--- src/rtl/seven_segment_pkg.sv ---
// Shared codes and scan-state type for the seven-segment scan driver.
// Codes are what the downstream BCD-to-segment decoder understands.
package seven_segment_pkg;

  localparam logic [3:0] BLANK_CODE = 4'hC;
  localparam logic [3:0] CODE_U     = 4'hA;
  localparam logic [3:0] CODE_DASH  = 4'hF;

  typedef enum logic {
    BLANK,
    SHOW
  } scan_state_e;

endpackage

--- src/rtl/seven_segment_scanner_blanker.sv ---
// Leading-zero blanker: replaces zeros above the most significant
// nonzero digit with BLANK_CODE. Digit 0 always passes through.
module leading_zero_blanker
  import seven_segment_pkg::*;
#(
  parameter int NUM_DIGITS = 8
) (
  input  logic [4*NUM_DIGITS-1:0] digits_i,
  input  logic                    lz_i,
  output logic [4*NUM_DIGITS-1:0] digits_o
);

  logic lead;

  always_comb begin
    digits_o = digits_i;
    lead     = lz_i;
    for (int i = NUM_DIGITS - 1; i > 0; i--) begin
      if (lead && (digits_i[4*i +: 4] == 4'h0)) begin
        digits_o[4*i +: 4] = BLANK_CODE;
      end else begin
        lead = 1'b0;
      end
    end
  end

endmodule

--- src/rtl/seven_segment_scanner.sv ---
// Multiplexed scan driver for an eight-digit seven-segment display,
// with frame-synchronous double buffering and leading-zero blanking.
module seven_segment_scanner
  import seven_segment_pkg::*;
#(
  parameter int NUM_DIGITS = 8,
  parameter int DIV        = 100000
) (
  input  logic                    clk,
  input  logic                    rst_n,
  input  logic                    load,
  input  logic [4*NUM_DIGITS-1:0] digits_in,
  input  logic [NUM_DIGITS-1:0]   dp_in,
  input  logic                    blank_lz,
  output logic [3:0]              bcd,
  output logic [NUM_DIGITS-1:0]   an,
  output logic                    dp,
  output logic                    frame_done
);

  localparam int IW = (NUM_DIGITS > 1) ? $clog2(NUM_DIGITS) : 1;
  localparam int CW = $clog2(DIV);
  localparam int DW = 4 * NUM_DIGITS;

  localparam logic [IW-1:0] IDX_LAST = IW'(NUM_DIGITS - 1);
  localparam logic [CW-1:0] CNT_LAST = CW'(DIV - 1);

  scan_state_e state_q, state_d;
  logic [IW-1:0] idx_q, idx_d;
  logic [CW-1:0] cnt_q, cnt_d;

  logic [DW-1:0]         shadow_q, shadow_d;
  logic [NUM_DIGITS-1:0] shadow_dp_q, shadow_dp_d;
  logic                  shadow_lz_q, shadow_lz_d;
  logic [DW-1:0]         active_q, active_d;
  logic [NUM_DIGITS-1:0] active_dp_q, active_dp_d;

  logic [3:0]            bcd_q, bcd_d;
  logic [NUM_DIGITS-1:0] an_q, an_d;
  logic                  dp_q, dp_d;
  logic                  fd_q, fd_d;

  logic                  commit;
  logic [DW-1:0]         src_digits;
  logic [NUM_DIGITS-1:0] src_dp;
  logic                  src_lz;
  logic [DW-1:0]         blanked;

  // A load coinciding with the commit edge goes straight to the display.
  assign src_digits = load ? digits_in : shadow_q;
  assign src_dp     = load ? dp_in : shadow_dp_q;
  assign src_lz     = load ? blank_lz : shadow_lz_q;

  assign commit = (state_q == SHOW)
               && (cnt_q == CNT_LAST)
               && (idx_q == IDX_LAST);

  leading_zero_blanker #(
    .NUM_DIGITS (NUM_DIGITS)
  ) u_blanker (
    .digits_i (src_digits),
    .lz_i     (src_lz),
    .digits_o (blanked)
  );

  always_comb begin
    state_d = state_q;
    idx_d   = idx_q;
    cnt_d   = cnt_q;
    unique case (state_q)
      BLANK: begin
        state_d = SHOW;
      end
      SHOW: begin
        if (cnt_q == CNT_LAST) begin
          cnt_d   = '0;
          state_d = BLANK;
          if (idx_q == IDX_LAST) begin
            idx_d = '0;
          end else begin
            idx_d = idx_q + IW'(1);
          end
        end else begin
          cnt_d = cnt_q + CW'(1);
        end
      end
    endcase
  end

  always_comb begin
    shadow_d    = shadow_q;
    shadow_dp_d = shadow_dp_q;
    shadow_lz_d = shadow_lz_q;
    active_d    = active_q;
    active_dp_d = active_dp_q;
    if (load) begin
      shadow_d    = digits_in;
      shadow_dp_d = dp_in;
      shadow_lz_d = blank_lz;
    end
    if (commit) begin
      active_d    = blanked;
      active_dp_d = src_dp;
    end
  end

  // Outputs are decoded from next-state so they register in step.
  always_comb begin
    an_d  = '1;
    bcd_d = BLANK_CODE;
    dp_d  = 1'b1;
    fd_d  = commit;
    if (state_d == SHOW) begin
      an_d  = ~(NUM_DIGITS'(1) << idx_d);
      bcd_d = active_q[{idx_d, 2'b00} +: 4];
      dp_d  = ~active_dp_q[idx_d];
    end
  end

  always_ff @(posedge clk) begin
    if (!rst_n) begin
      state_q     <= BLANK;
      idx_q       <= '0;
      cnt_q       <= '0;
      shadow_q    <= {NUM_DIGITS{BLANK_CODE}};
      shadow_dp_q <= '0;
      shadow_lz_q <= 1'b0;
      active_q    <= {NUM_DIGITS{BLANK_CODE}};
      active_dp_q <= '0;
      bcd_q       <= BLANK_CODE;
      an_q        <= '1;
      dp_q        <= 1'b1;
      fd_q        <= 1'b0;
    end else begin
      state_q     <= state_d;
      idx_q       <= idx_d;
      cnt_q       <= cnt_d;
      shadow_q    <= shadow_d;
      shadow_dp_q <= shadow_dp_d;
      shadow_lz_q <= shadow_lz_d;
      active_q    <= active_d;
      active_dp_q <= active_dp_d;
      bcd_q       <= bcd_d;
      an_q        <= an_d;
      dp_q        <= dp_d;
      fd_q        <= fd_d;
    end
  end

  assign bcd        = bcd_q;
  assign an         = an_q;
  assign dp         = dp_q;
  assign frame_done = fd_q;

endmodule

--- config.mk ---
export PLATFORM = sky130hd
export DESIGN_NAME = seven_segment_scanner
export DESIGN_NICKNAME = d
export VERILOG_FILES = /design/src/rtl/seven_segment_pkg.sv /design/src/rtl/seven_segment_scanner_blanker.sv /design/src/rtl/seven_segment_scanner.sv
export SDC_FILE = /design/constraint.sdc
export NUM_CORES = 1
export LEC_CHECK = 0
export ABC_CLOCK_PERIOD_IN_PS = 2700
export BUFFER_PORTS_ARGS = -buffer_cell sky130_fd_sc_hd__buf_4
export CAP_MARGIN = 20
export CORE_ASPECT_RATIO = 1.2
export CORE_MARGIN = 3
export CORE_UTILIZATION = 45
export DETAILED_ROUTE_END_ITERATION = 8
export PLACE_DENSITY = 0.73
export SYNTH_ARGS = -nofsm -noshare
export SYNTH_HDL_FRONTEND = slang
export SYNTH_SLANG_ARGS = --single-unit
--- constraint.sdc ---
create_clock -name clk -period 2.7 [get_ports clk]
set_clock_uncertainty 0.2 [all_clocks]
set_input_delay 0.405 -clock clk [delete_from_list [all_inputs] [get_ports clk]]
set_output_delay 0.405 -clock clk [all_outputs]
set_load 0.01 [all_outputs]
==> impl_metrics.toml <==
[die]
initial_core_util_pct = 46.3
die_h_um = 120
die_w_um = 101
die_area_sq_um = 12200
num_rows = 41
io_pins = 58
core_area_sq_um = 10600

[pwr]
fin_total_pwr_mw = 4.12
power.density_nw_per_um2 = 672
ir_drop_mv = 0.413
leakage_nw = 2.42

[detailed_routing]
viasPerCell = 5.64
drc = 0
dr.pass1.iters = 5
postRouteAntennaNets = 0
via_count = 4118
wl_per_cell_um = 15.9
drt_iter0_drc = 290
routed_wirelength_um = 11600

[clock_network]
cts-root-buf = "clkbuf_16"
clock_path_buffers = 2
clk_latency_ns = 0.41
cts_buffers = 17
cts_sinks = 116
cts_tree = "built"
htreeDepth = 4
cts.hold.buffers_added = 0
path_clk_slew_ns = 0.05

[finish]
multiInputGateArea_sq_um = 2410
final_cell_mix = "dfxtp_1 (116), nor2_1 (97), buf_4 (81), mux2i_1 (42), nand2_1 (27)"
drive_gt1_share_pct = 22.5
stdcell_area_sq_um = 6140
final-seq-area_sq_um = 2320
fill_cells = 912
utilization_pct = 58.1
syn2layout_area_growth_pct = 25.4
nets = 638
layout_commonest_cell = "dfxtp_1"
diodes = 0

[global_route]
overflow = 0
grt_pass1_vias = 4039
grt_max_degree = 35
antenna_found_initial = 0
grt_pass1_wl_um = 19200
grtUsageTotal_pct = 20.0

[place]
post_dp_cell_area_sq_um = 5530
io_buffers = 57
post-dp-hpwl_um = 8380
place_congestion = 0.872

[synth]
synth_top_family_by_area = "simple AND/OR/NAND/NOR gates"
synth_area_per_cell_sq_um = 9.37
synth_warnings = 0
async_flop_share_pct = 0
synth.distinct_cells = 62
netlist_area_sq_um = 4890
synth_edf_count = 0
synth-compound-area-share_pct = 15.0
synth_nets = 569
ys_seq_area_share_pct = 47.5
synthAdderAreaFrac_pct = 0.767
synthSimpleGateAreaFrac_pct = 20.0
synth_seq_cells = 116
synthCells = 522
synth_xor_area_share_pct = 2.69
synthFlopType = "dfxtp_1"
synth.area.mux_share_pct = 10.0

[worst_setup_path]
arrival_ns = 2.68
worstSetupStartpointType = "register"
end_kind = "register"
critPathKind = "reg -> reg"
critical_path_required_ns = 2.79
crit_path_max_fanout = 11

[min_path]
hp-class = "in -> reg"

[job]
cap_violations = 0

[status]
status = "finished, final reports clean"

[sta]
hold_viol = 0
tightest_slew_ns = 0.531
finalSetupViolations = 0
post-route-period-util_pct = 96.0
rsz0062_at_grt = "true"
maxSlewViolCount = 0
relSlewSlack_pct = 63.7
timing.hold.ws_ns = 0.0187
max_freq_ghz = 0.386
layout_min_cycle_time_ns = 2.59
## cell families after synthesis
group | after synthesis
buffers and inverters | 43
muxes | 48
AOI/OAI and AO/OA | 98
and+or+nand+nor | 199
DFF | 116
adders and majority gates | 3
xor gates and xnor gates | 15
## sequential cells by signal, summed over array words and instances, names as in the netlist
name,cells
state_q,1
cnt_q,17
active_q,32
idx_q,3
shadow_dp_q,8
active_dp_q,8
dp,1
an,8
shadow_lz_q,1
bcd,4
shadow_q,32
frame_done,1
## final cells by class
cell class	count	area share, %
sequential	116	37.8
timing repair buffer	82	10.2
clock buffer	25	8.56
multi-input combinational	363	39.3
clock inverter	4	0.734
tap	129	2.63
inverter	11	0.673
## synth_stat cells, types with 2 or more instances
master	count	share of area [%]
a21oi_1	9	0.92
or3_1	3	0.38
a22oi_1	2	0.31
dfxtp_1	116	47
mux2_2	4	0.92
buf_6	3	0.69
xnor2_1	5	0.90
a211oi_1	24	3.7
buf_2	5	0.51
nor2_1	98	7.5
inv_1	10	0.77
ha_1	3	0.77
and3_2	2	0.31
nor2b_1	4	0.51
o21ai_0	7	0.72
nor3_1	12	1.2
mux2i_1	43	8.8
or3_2	2	0.31
o22a_1	2	0.36
or2_2	2	0.26
and2_1	3	0.38
o22ai_1	2	0.26
and4_1	2	0.36
o311a_1	2	0.41
buf_1	5	0.38
a41o_1	2	0.41
a211o_1	2	0.36
o211ai_1	5	0.77
xor2_1	10	1.8
nand4_1	6	0.77
a31oi_1	6	0.77
and3_1	4	0.51
a2111oi_0	11	2.0
a311oi_1	4	0.72
nor4_1	9	1.2
a22o_1	4	0.72
o21a_1	12	1.8
nor3b_1	2	0.31
nand3_1	9	0.92
nand2_1	27	2.1
clkbuf_1	17	1.3
buf_4	2	0.31
## repair_timing
action / CTS / global route
setup endpoints to repair: 0 / 4
resized for setup: 0 / 12
setup buffers: 0 / 0
## path summary, 6_finish.rpt
path	startpoint	end	slack (ns)	cells past startpoint
worst max-delay path	cnt_q[12]	bcd[1]	0.11	6
worst min-delay path	digits_in[14]	shadow_q[14]	0.02	2
worst max register to register	cnt_q[12]	bcd[1]	0.11	6
worst min register to register	shadow_lz_q	shadow_lz_q	0.28	2
## power breakdown
group	total, mW	internal (mW)	switching [mW]
logic	0.214	0.102	0.113
clock network	2.13	1.41	0.720
registers	1.78	1.76	0.0192
## metal layers
layer | track usage [%] | share of wire [%]
met1 | 24.1 | 43
met2 | 32.5 | 49
met3 | 6.64 | 5.3
met4 | 8.23 | 2.5
met5 | 0 | 0
## per-stage QoR
step	instances	TNS [ns]	setup WS, ns
floorplan	522	0	0.234
global placement	701	0	0.114
detailed placement	701	0	0.0388
CTS	730	0	0.0110
global route	730	-0.0306	-0.0221
finish	730	0	0.107
## worst max-delay path, cell delays in order, from the launching register on
cell and delay (ns):
dfxtp_1 0.38, nor4b_4 0.33, nand4_1 0.25, nor2_4 0.26, mux2_2 0.47, a41o_1 0.26
nor4_1 0.33
Power figures use the tool's default switching activity.
